**src/rtl/encoder_pkg.sv**
```systemverilog
// rtl/encoder_pkg.sv - mnemonic/state enums and MIPS opcode/funct map shared with the decode stage
package encoder_pkg;

    typedef enum logic [3:0] {
        MN_NOP  = 4'd0,
        MN_ADD  = 4'd1,
        MN_SUB  = 4'd2,
        MN_AND  = 4'd3,
        MN_OR   = 4'd4,
        MN_NOR  = 4'd5,
        MN_SLT  = 4'd6,
        MN_JR   = 4'd7,
        MN_ADDI = 4'd8,
        MN_SLTI = 4'd9,
        MN_LW   = 4'd10,
        MN_SW   = 4'd11,
        MN_BEQ  = 4'd12,
        MN_J    = 4'd13,
        MN_JAL  = 4'd14
    } mnem_e;

    typedef enum logic [1:0] {
        ST_IDLE  = 2'd0,
        ST_LOAD  = 2'd1,
        ST_DRAIN = 2'd2,
        ST_DONE  = 2'd3
    } state_e;

    localparam logic [5:0] OP_RTYPE = 6'b000000;
    localparam logic [5:0] OP_ADDI  = 6'b001000;
    localparam logic [5:0] OP_SLTI  = 6'b001010;
    localparam logic [5:0] OP_LW    = 6'b100011;
    localparam logic [5:0] OP_SW    = 6'b101011;
    localparam logic [5:0] OP_BEQ   = 6'b000100;
    localparam logic [5:0] OP_J     = 6'b000010;
    localparam logic [5:0] OP_JAL   = 6'b000011;

    localparam logic [5:0] FN_ADD = 6'b100000;
    localparam logic [5:0] FN_SUB = 6'b100010;
    localparam logic [5:0] FN_AND = 6'b100100;
    localparam logic [5:0] FN_OR  = 6'b100101;
    localparam logic [5:0] FN_NOR = 6'b100111;
    localparam logic [5:0] FN_SLT = 6'b101010;
    localparam logic [5:0] FN_JR  = 6'b001000;

    localparam logic [31:0] NOP_WORD = 32'h0000_0000;

endpackage

```
**src/rtl/sync_fifo.sv**
```systemverilog
// rtl/sync_fifo.sv - single-clock FIFO with registered occupancy and same-edge push/pop
module sync_fifo #(
    parameter int WIDTH = 32,
    parameter int DEPTH = 4
) (
    input  logic             clk,
    input  logic             rst_n,
    input  logic             push,
    input  logic [WIDTH-1:0] push_data,
    input  logic             pop,
    output logic [WIDTH-1:0] pop_data,
    output logic             full,
    output logic             empty
);

    localparam int PW = $clog2(DEPTH);
    localparam int CW = PW + 1;

    logic [WIDTH-1:0] mem [DEPTH];
    logic [PW-1:0]    wr_ptr;
    logic [PW-1:0]    rd_ptr;
    logic [CW-1:0]    cnt;
    logic             do_push;
    logic             do_pop;

    assign do_push  = push && !full;
    assign do_pop   = pop && !empty;
    assign full     = (cnt == CW'(DEPTH));
    assign empty    = (cnt == '0);
    assign pop_data = mem[rd_ptr];

    always_ff @(posedge clk or negedge rst_n) begin
        if (!rst_n) begin
            for (int i = 0; i < DEPTH; i++) begin
                mem[i] <= '0;
            end
            wr_ptr <= '0;
            rd_ptr <= '0;
            cnt    <= '0;
        end else begin
            if (do_push) begin
                mem[wr_ptr] <= push_data;
                wr_ptr      <= wr_ptr + 1'b1;
            end
            if (do_pop) begin
                rd_ptr <= rd_ptr + 1'b1;
            end
            case ({do_push, do_pop})
                2'b10:   cnt <= cnt + 1'b1;
                2'b01:   cnt <= cnt - 1'b1;
                default: cnt <= cnt;
            endcase
        end
    end

endmodule

```
**src/rtl/instr_encoder.sv**
```systemverilog
// rtl/instr_encoder.sv - encodes instruction field bundles into MIPS words and streams them to imem
module instr_encoder
    import encoder_pkg::*;
#(
    parameter int DWIDTH = 32,
    parameter int AWIDTH = 32,
    parameter int DEPTH  = 4
) (
    input  logic              clk,
    input  logic              rst_n,
    input  logic              start,
    input  logic [AWIDTH-1:0] base_addr,
    input  logic              in_valid,
    output logic              in_ready,
    input  logic [3:0]        in_mnem,
    input  logic [4:0]        in_rs,
    input  logic [4:0]        in_rt,
    input  logic [4:0]        in_rd,
    input  logic [DWIDTH-1:0] in_imm,
    input  logic              in_last,
    output logic              imem_we,
    input  logic              imem_ready,
    output logic [AWIDTH-1:0] imem_addr,
    output logic [DWIDTH-1:0] imem_wdata,
    output logic              busy,
    output logic              done,
    output logic [15:0]       count,
    output logic              err,
    output logic [AWIDTH-1:0] err_addr
);

    // Returns {illegal, word}; illegal bundles collapse to a NOP word.
    function automatic logic [DWIDTH:0] encode(
        input logic [3:0]        mnem,
        input logic [4:0]        rs,
        input logic [4:0]        rt,
        input logic [4:0]        rd,
        input logic [DWIDTH-1:0] imm
    );
        logic [31:0] w;
        logic        bad;
        logic        i_ok;
        logic        j_ok;
        i_ok = (imm[DWIDTH-1:15] == '0) || (&imm[DWIDTH-1:15]);
        j_ok = (imm[DWIDTH-1:26] == '0);
        bad  = 1'b0;
        w    = NOP_WORD;
        case (mnem)
            MN_NOP:  w = NOP_WORD;
            MN_ADD:  w = {OP_RTYPE, rs, rt, rd, 5'd0, FN_ADD};
            MN_SUB:  w = {OP_RTYPE, rs, rt, rd, 5'd0, FN_SUB};
            MN_AND:  w = {OP_RTYPE, rs, rt, rd, 5'd0, FN_AND};
            MN_OR:   w = {OP_RTYPE, rs, rt, rd, 5'd0, FN_OR};
            MN_NOR:  w = {OP_RTYPE, rs, rt, rd, 5'd0, FN_NOR};
            MN_SLT:  w = {OP_RTYPE, rs, rt, rd, 5'd0, FN_SLT};
            MN_JR:   w = {OP_RTYPE, rs, 5'd0, 5'd0, 5'd0, FN_JR};
            MN_ADDI: begin w = {OP_ADDI, rs, rt, imm[15:0]}; bad = !i_ok; end
            MN_SLTI: begin w = {OP_SLTI, rs, rt, imm[15:0]}; bad = !i_ok; end
            MN_LW:   begin w = {OP_LW,   rs, rt, imm[15:0]}; bad = !i_ok; end
            MN_SW:   begin w = {OP_SW,   rs, rt, imm[15:0]}; bad = !i_ok; end
            MN_BEQ:  begin w = {OP_BEQ,  rs, rt, imm[15:0]}; bad = !i_ok; end
            MN_J:    begin w = {OP_J,   imm[25:0]}; bad = !j_ok; end
            MN_JAL:  begin w = {OP_JAL, imm[25:0]}; bad = !j_ok; end
            default: bad = 1'b1;
        endcase
        if (bad) begin
            w = NOP_WORD;
        end
        return {bad, DWIDTH'(w)};
    endfunction

    state_e            state;
    state_e            state_nxt;
    logic [AWIDTH-1:0] wr_ptr;
    logic [AWIDTH-1:0] acc_addr;
    logic [AWIDTH-1:0] base_aligned;
    logic [DWIDTH:0]   enc;
    logic              fifo_full;
    logic              fifo_empty;
    logic              accept;
    logic              wr_fire;
    logic              start_session;

    assign base_aligned  = base_addr & ~AWIDTH'(3);
    assign enc           = encode(in_mnem, in_rs, in_rt, in_rd, in_imm);
    assign accept        = in_valid && in_ready;
    assign wr_fire       = imem_we && imem_ready;
    assign start_session = (state == ST_IDLE) && start;
    assign imem_we       = !fifo_empty;
    assign imem_addr     = wr_ptr;

    sync_fifo #(
        .WIDTH (DWIDTH),
        .DEPTH (DEPTH)
    ) u_fifo (
        .clk       (clk),
        .rst_n     (rst_n),
        .push      (accept),
        .push_data (enc[DWIDTH-1:0]),
        .pop       (wr_fire),
        .pop_data  (imem_wdata),
        .full      (fifo_full),
        .empty     (fifo_empty)
    );

    always_ff @(posedge clk or negedge rst_n) begin
        if (!rst_n) begin
            state <= ST_IDLE;
        end else begin
            state <= state_nxt;
        end
    end

    always_comb begin
        state_nxt = state;
        case (state)
            ST_IDLE:  if (start) state_nxt = ST_LOAD;
            ST_LOAD:  if (accept && in_last) state_nxt = ST_DRAIN;
            ST_DRAIN: if (fifo_empty) state_nxt = ST_DONE;
            ST_DONE:  state_nxt = ST_IDLE;
            default:  state_nxt = ST_IDLE;
        endcase
    end

    always_comb begin
        in_ready = 1'b0;
        busy     = 1'b1;
        done     = 1'b0;
        case (state)
            ST_IDLE:  busy = 1'b0;
            ST_LOAD:  in_ready = !fifo_full;
            ST_DONE:  done = 1'b1;
            default:  ;
        endcase
    end

    // acc_addr tracks where the next accepted bundle will land, so err_addr is known at accept time.
    always_ff @(posedge clk or negedge rst_n) begin
        if (!rst_n) begin
            wr_ptr   <= '0;
            acc_addr <= '0;
            count    <= '0;
            err      <= 1'b0;
            err_addr <= '0;
        end else if (start_session) begin
            wr_ptr   <= base_aligned;
            acc_addr <= base_aligned;
            count    <= '0;
            err      <= 1'b0;
            err_addr <= '0;
        end else begin
            if (wr_fire) begin
                wr_ptr <= wr_ptr + AWIDTH'(4);
                if (count != 16'hFFFF) begin
                    count <= count + 16'd1;
                end
            end
            if (accept) begin
                acc_addr <= acc_addr + AWIDTH'(4);
                if (enc[DWIDTH] && !err) begin
                    err      <= 1'b1;
                    err_addr <= acc_addr;
                end
            end
        end
    end

endmodule

```
**config.mk**
```make
export PLATFORM = sky130hd
export DESIGN_NAME = instr_encoder
export DESIGN_NICKNAME = d
export VERILOG_FILES = /design/src/rtl/encoder_pkg.sv /design/src/rtl/sync_fifo.sv /design/src/rtl/instr_encoder.sv
export SDC_FILE = /design/constraint.sdc
export NUM_CORES = 1
export LEC_CHECK = 0
export CORE_ASPECT_RATIO = 1.75
export CORE_UTILIZATION = 49
export DETAILED_ROUTE_END_ITERATION = 8
export PLACE_DENSITY_LB_ADDON = 0.3
export SYNTH_ARGS = -nofsm -noshare
export SYNTH_HDL_FRONTEND = slang
export SYNTH_SLANG_ARGS = --single-unit
export TNS_END_PERCENT = 20
```
**constraint.sdc**
```tcl
create_clock -name clk -period 2.3 [get_ports clk]
set_clock_uncertainty 0.1 [all_clocks]
set_input_delay 0.46 -clock clk [delete_from_list [all_inputs] [get_ports clk]]
set_output_delay 0.46 -clock clk [all_outputs]
set_load 0.02 [all_outputs]
```
==> results of run 1 <==
[placed cells by master (no fill, tap or decap), types with 17 or more instances in the layout]
| cell type | Yosys | layout |
|---|---|---|
| clkdlybuf4s50_1 | 0 | 160 |
| clkbuf_16 | 0 | 24 |
| xnor2_1 | 45 | 45 |
| o22ai_1 | 32 | 31 |
| o21ai_0 | 59 | 53 |
| xor2_1 | 21 | 21 |
| nand4_1 | 19 | 19 |
| nand2_1 | 132 | 131 |
| nor4_1 | 23 | 21 |
| dfrtp_1 | 241 | 240 |
| inv_1 | 77 | 77 |
| nor2_1 | 78 | 77 |
| buf_4 | 9 | 143 |
| o31ai_1 | 25 | 24 |
| buf_6 | 1 | 29 |
| a32o_1 | 56 | 56 |
| mux4_2 | 31 | 31 |
| nand3_1 | 32 | 32 |
| nor3_1 | 17 | 17 |
| a21oi_1 | 68 | 67 |
[state kept, by name, indices dropped and copies added (netlist names), 3 cells and up]
register	cells
err_addr	31
u_fifo.mem	124
count	16
imem_addr	30
acc_addr	30
u_fifo.cnt	3
[stage by stage]
stage	cells	instance area [µm²]
floorplan	1202	12200
finish	1835	16600
detailed placement	1790	15600
global placement	1790	15600
CTS	1833	16300
global route	1835	16600
[worst max path at each step]
stage	end	slack, ps	depth (start not counted)
finish	imem_wdata[26]	-150	4
global route	imem_wdata[3]	-190	4
CTS	imem_wdata[24]	-210	4
detailed placement	u_fifo.mem[10]	-670	8
global placement	u_fifo.mem[10]	-680	8
floorplan	u_fifo.cnt[2]	-70	12
[layout make-up]
type | instances | area [µm²]
fillers | 1903 | 7960
flip-flops and latches | 241 | 6030
multi-input cells | 797 | 5610
repair buffers | 366 | 3470
clock buffers | 27 | 621
well taps | 312 | 390
inverters | 80 | 303
clock inverters | 12 | 145
[kinds of logic after synthesis]
| logic type | Yosys count |
|---|---|
| buffers and inverters | 164 |
| other | 1 |
| XOR/XNOR | 66 |
| AO/OA/AOI/OAI | 303 |
| multiplexers | 39 |
| AND/OR/NAND/NOR | 367 |
| flip-flops | 241 |
| adder cells (fa/ha/maj) | 19 |
[where the power goes]
| group | switching, mW | internal (mW) |
|---|---|---|
| clock network | 1.66 | 2.27 |
| logic | 4.83 | 4.80 |
| registers | 1.26 | 5.94 |
| total | 7.75 | 13.0 |
[layer usage]
| metal | track usage (%) | up-vias | routed length (µm) |
|---|---|---|---|
| li1 | - | 4966 | - |
| met1 | 30.1 | 5259 | 12500 |
| met2 | 53.0 | 395 | 19700 |
| met3 | 4.41 | 98 | 1860 |
| met4 | 14.3 | 0 | 1590 |
| met5 | 0 | - | 0 |
[what timing repair did]
action,in CTS,in global routing
resized for setup,167,60
hold buffers,1,0
pin swaps,1,5
cloned,0,1
setup endpoints to repair,138,137
endpoints found under the hold margin,47,0
buffers inserted,4,2
==> results.tsv, run 1 <==
metric	value	unit
worst r2r dst	u_fifo.cnt[2]	
Most used DFF post-synth	dfrtp_1	
reg2reg path depth	9	
Setup crit end kind	output pin	
Layout Utilization	67.5	%
synth top area cells	dfrtp_1 50%, mux4_2 5.7%, a32o_1 4.6%	
Final Max Slew Viols	0	
mux contribution to synthesized area	6.44	%
final hold viol count	0	
Distinct cells, synth	65	
Chip Width	121	µm
TritonCTS clock tree	done	
Clock Latency Late Sink	520	ps
Post-Synth Simple-Gate Area	14.4	%
# port buffers	200	
RePlAce Congestion	0.884	
area grow syn2layout	36.1	%
Rel. slew slack	56.2	%
crit path max-delay cell type	mux4_2	
Vert. Die Dim	211	µm
syn_area_per_cell	10.1	µm²
via count	10718	
Period minus WS final	2450	ps
Power Total	20.8	mW
setup TNS	-3920	ps
Post-synth EDFFs	0	
synthesized area	12200	µm²
post-route antenna net violation count	0	
IO Count	206	
H-tree depth	1	
CP required	1740	ps
fin nets	1612	
Clock Path Buffers	3	
top cell type's share of synthesized area	49.5	%
failing checks	setup timing	
sequential share of the synthesized area	49.5	%
layout cells sized above 1	21.1	%
Hold Slack	359	ps
CP delay by family, top	multiplexers	
DRC viols	0	
XOR/XNOR share of the synthesized area	4.75	%
initial antenna violation count	0	
worst r2r src	u_fifo.cnt[1]	
TritonCTS Buffers	23	
Synth Warn #	0	
post-synthesis cell count	1200	
Root Driver	clkbuf_16	
vias in the first global route	11082	
status	finished, violations left	
# clock sinks	241	
Post-synth ARST share	100	%
FP Rows	76	
dpl ws	-674	ps
placeable core area	24500	µm²
Max-Cap Viols	0	
startpoint class of the critical path	register	
Tot GR Track Use	28.3	%
first-pass GRT wire length	56200	µm
complex-gate fraction of the synthesized area	17.2	%
setup slack, reg-to-reg	80	ps
Total Die Area	25500	µm²
slowest stage delay, CP	550	ps
final worst slack	-150	ps
initial DRC count	731	
final worst path period share	107	%
actual slew at the worst max-slew pin	653	ps
pin count of the biggest net entering global routing	55	
f_max	0.408	GHz
Bufs and invs on worst path	3	
Pwr per Cell Area	1250	nW/µm²
Lkg Pwr	7.20	nW
DRT Pass-1 Iters	7	
global route overflow	0	
synthesized-area fraction occupied by adder cells	1.91	%
largest area contributor in the netlist	dfrtp_1	
Starting Density	49.6	%
final setup vio count	31	
CP arrival	1890	ps
WL final	35600	µm
Worst setup startpoint	u_fifo.rd_ptr[0]	
HP Class	in2async	
RSZ-0062 raised after global routing	true	
diode count	0	
vias per inst	5.84	
most common cell in the netlist	dfrtp_1	
crit path kind	reg2out	
post-synthesis register bit count	241	
HPWL after DPL	26400	µm
worst path cell trace	buf_6, buf_4, mux4_2, buf_6	
Worst-path clk slew	60	ps
most frequent CP cell	buf_6	
largest family of logic cells by synthesized area	compound AO/OA/AOI/OAI gates	
mean routed wirelength per cell	19.4	µm
VDD IR max	727	µV
top cells by count, synth	241 x dfrtp_1, 132 x nand2_1, 78 x nor2_1	
CP Max Fanout	4	
Note: power is estimated with default switching activity, not from simulation.
==> run 2, diff against run 1 <==
- CORE_ASPECT_RATIO: 1.75 -> 0.7
- SETUP_SLACK_MARGIN: not set -> 0.1
==> run 2 against run 1 <==
The run still ends with setup timing left. Sequential power grew 0.8%. Routed wire length up 11%. Largest power group unchanged. Clock power grew 6.6%. Critical path depth rose by 1. Hold slack worse by 28 ps. Clock-buffer cell count is 11 higher. Sequential share of layout area fell by 1.2 points. Register-to-register slack got worse by 40 ps. Cell area up 3.5%.
==> results.tsv, run 2 (same netlist as run 1, synthesis figures left out) <==
metric	value	unit	change
vias per inst	6.06		+3.8%
# clock sinks	241		unchanged
Tot GR Track Use	29.9	%	+1.5 points
initial antenna violation count	0		unchanged
pin count of the biggest net entering global routing	74		+35%
vias in the first global route	10670		-3.7%
RePlAce Congestion	0.881		-0.29%
DRT Pass-1 Iters	6		-1
layout cells sized above 1	25.2	%	+4.1 points
area grow syn2layout	40.9	%	
TritonCTS Buffers	24		+4.3%
final hold viol count	0		unchanged
H-tree depth	1		unchanged
# port buffers	200		unchanged
VDD IR max	680	µV	-6.5%
HP Class	in2async		
Final Max Slew Viols	0		unchanged
most frequent CP cell	buf_6		
placeable core area	24000	µm²	-2.2%
startpoint class of the critical path	register		
Starting Density	50.7	%	+1.1 points
sequential cell area	6030	µm²	about the same
worst r2r dst	err_addr[15]		
Rel. slew slack	54.8	%	-1.5 points
IO Count	206		unchanged
final setup vio count	31		unchanged
via count	11202		+4.5%
Clock Path Buffers	3		unchanged
DRC viols	0		unchanged
worst path cell trace	buf_6, buf_12, buf_16, mux4_2, buf_6		
max reg flops	124		unchanged
Critical Path Sink	imem_wdata[25]		
Clock Latency Late Sink	520	ps	about the same
global route overflow	0		unchanged
initial DRC count	1137		+56%
Total Die Area	25500	µm²	about the same
M3 GR Usage	5.57	%	+1.2 points
failing checks	setup timing		
status	finished, violations left		
crit path kind	reg2out		
Power Total	21.8	mW	+5.2%
RSZ-0062 raised after global routing	true		
diode count	0		unchanged
Most Crowded Layer GR	met1		
HPWL after DPL	26700	µm	+1.2%
Worst setup startpoint	u_fifo.rd_ptr[0]		
met1 GRT Util	46.8	%	+17 points
multi-input logic area	6020	µm²	+7.2%
Fillers	1788		-6.0%
Setup crit end kind	output pin		
most frequent cells in the layout	239 x dfrtp_1, 148 x clkdlybuf4s50_1, 141 x buf_4, 126 x nand2_1		
post-route antenna net violation count	0		unchanged
slowest stage delay, CP	520	ps	-30 ps
Worst-path clk slew	70	ps	about the same
TritonCTS clock tree	done		
CP Max Fanout	6		+2
setup slack, reg-to-reg	40	ps	-40 ps
biggest regs	u_fifo.mem x124, err_addr x31		
mean routed wirelength per cell	21.4	µm	+10%
Max-Cap Viols	0		unchanged
final worst path period share	109	%	+2.6 points
Lkg Pwr	7.47	nW	+3.6%
Vert. Die Dim	134	µm	-36%
Period minus WS final	2510	ps	+59.6 ps
first-pass GRT wire length	59500	µm	+5.9%
reg2reg path depth	7		-2
Pwr per Cell Area	1270	nW/µm²	+1.6%
commonest non-fill, non-tap cell in the layout	dfrtp_1		
f_max	0.398	GHz	-2.4%
Root Driver	clkbuf_16		
Hold Slack	332	ps	-27.7 ps
Chip Width	190	µm	+57%
WL final	39600	µm	+11%
CP arrival	1950	ps	+60 ps
met2 usage	43.0	%	-10 points
fin nets	1615		+0.19%
FP Rows	47		-38%
largest register by flop count	u_fifo.mem		
worst r2r src	state[1]		
actual slew at the worst max-slew pin	674	ps	+21.7 ps
CP required	1740	ps	about the same
final worst slack	-210	ps	-59.6 ps
crit path max-delay cell type	mux4_2		
run 2: cell count changes in the layout (fill, tap and decap cells not counted), moves of 6 or more:
| cell | delta |
|---|---|
| o21ai_0 | -16 |
| nand3_2 | +7 |
| dlymetal6s2s_1 | +6 |
| o22ai_1 | -20 |
| clkdlybuf4s50_1 | -12 |
| o31ai_1 | -7 |
| o21ai_1 | +12 |
| o31ai_2 | +6 |
| o22ai_2 | +17 |
| nand3_1 | -7 |
run 2: area by class of cell:
class	count	share of cell area (%)
clock buffer	38	4.40
clock inverter	6	0.481
inverter	80	1.78
multi-input combinational	799	35.1
sequential	241	35.2
tap	318	2.32
timing repair buffer	366	20.8
run 2: worst min-delay path by stage:
| stage | start | slack, ps | depth (start not counted) | to |
|---|---|---|---|---|
| floorplan | rst_n | 60 | 0 | acc_addr[10] |
| global placement | rst_n | 280 | 1 | u_fifo.mem[18] |
| CTS | rst_n | 340 | 2 | u_fifo.mem[114] |
| finish | rst_n | 330 | 2 | u_fifo.mem[114] |
| detailed placement | rst_n | 280 | 1 | u_fifo.mem[114] |
| global route | rst_n | 360 | 2 | u_fifo.mem[50] |
run 2: metrics by stage:
stage                     setup slack, ps  utilization, %  cell area (µm²)  TNS, ps  instances
after floorplan                     -67.2               -            12300    -1190       1202
after global placement               -553            64.7            15500   -81840       1786
after detailed placement             -619            64.7            15500   -86710       1786
after CTS                            -217            69.5            16700    -4780       1842
after global routing                 -264            71.5            17200    -5660       1848
final                                -210            71.5            17200    -4370       1848
run 2: report_power, final:
group	internal [mW]	switching [mW]
combinational	5.09	5.30
clock	2.47	1.71
sequential	5.94	1.32
total	13.5	8.32
run 2: routing by layer:
metal  wire length (µm)  vias up
met4                787        0
met3               3480       58
li1                   -     4979
met1              17900     5649
met5                  0        -
met2              17400      516
run 2: worst max-delay path, delay by kind of cell (launching register included):
kind,cells,cell delay [ps]
flops,1,380
buf+inv,4,530
mux,1,520
run 2: timing repair:
item	4_1_cts	5_1_grt
setup buffers	7	3
pin swaps	12	39
endpoints found under the hold margin	40	0
hold buffers	1	0
gates resized for setup	230	116
endpoints found under the setup margin	202	204
cloned	4	4
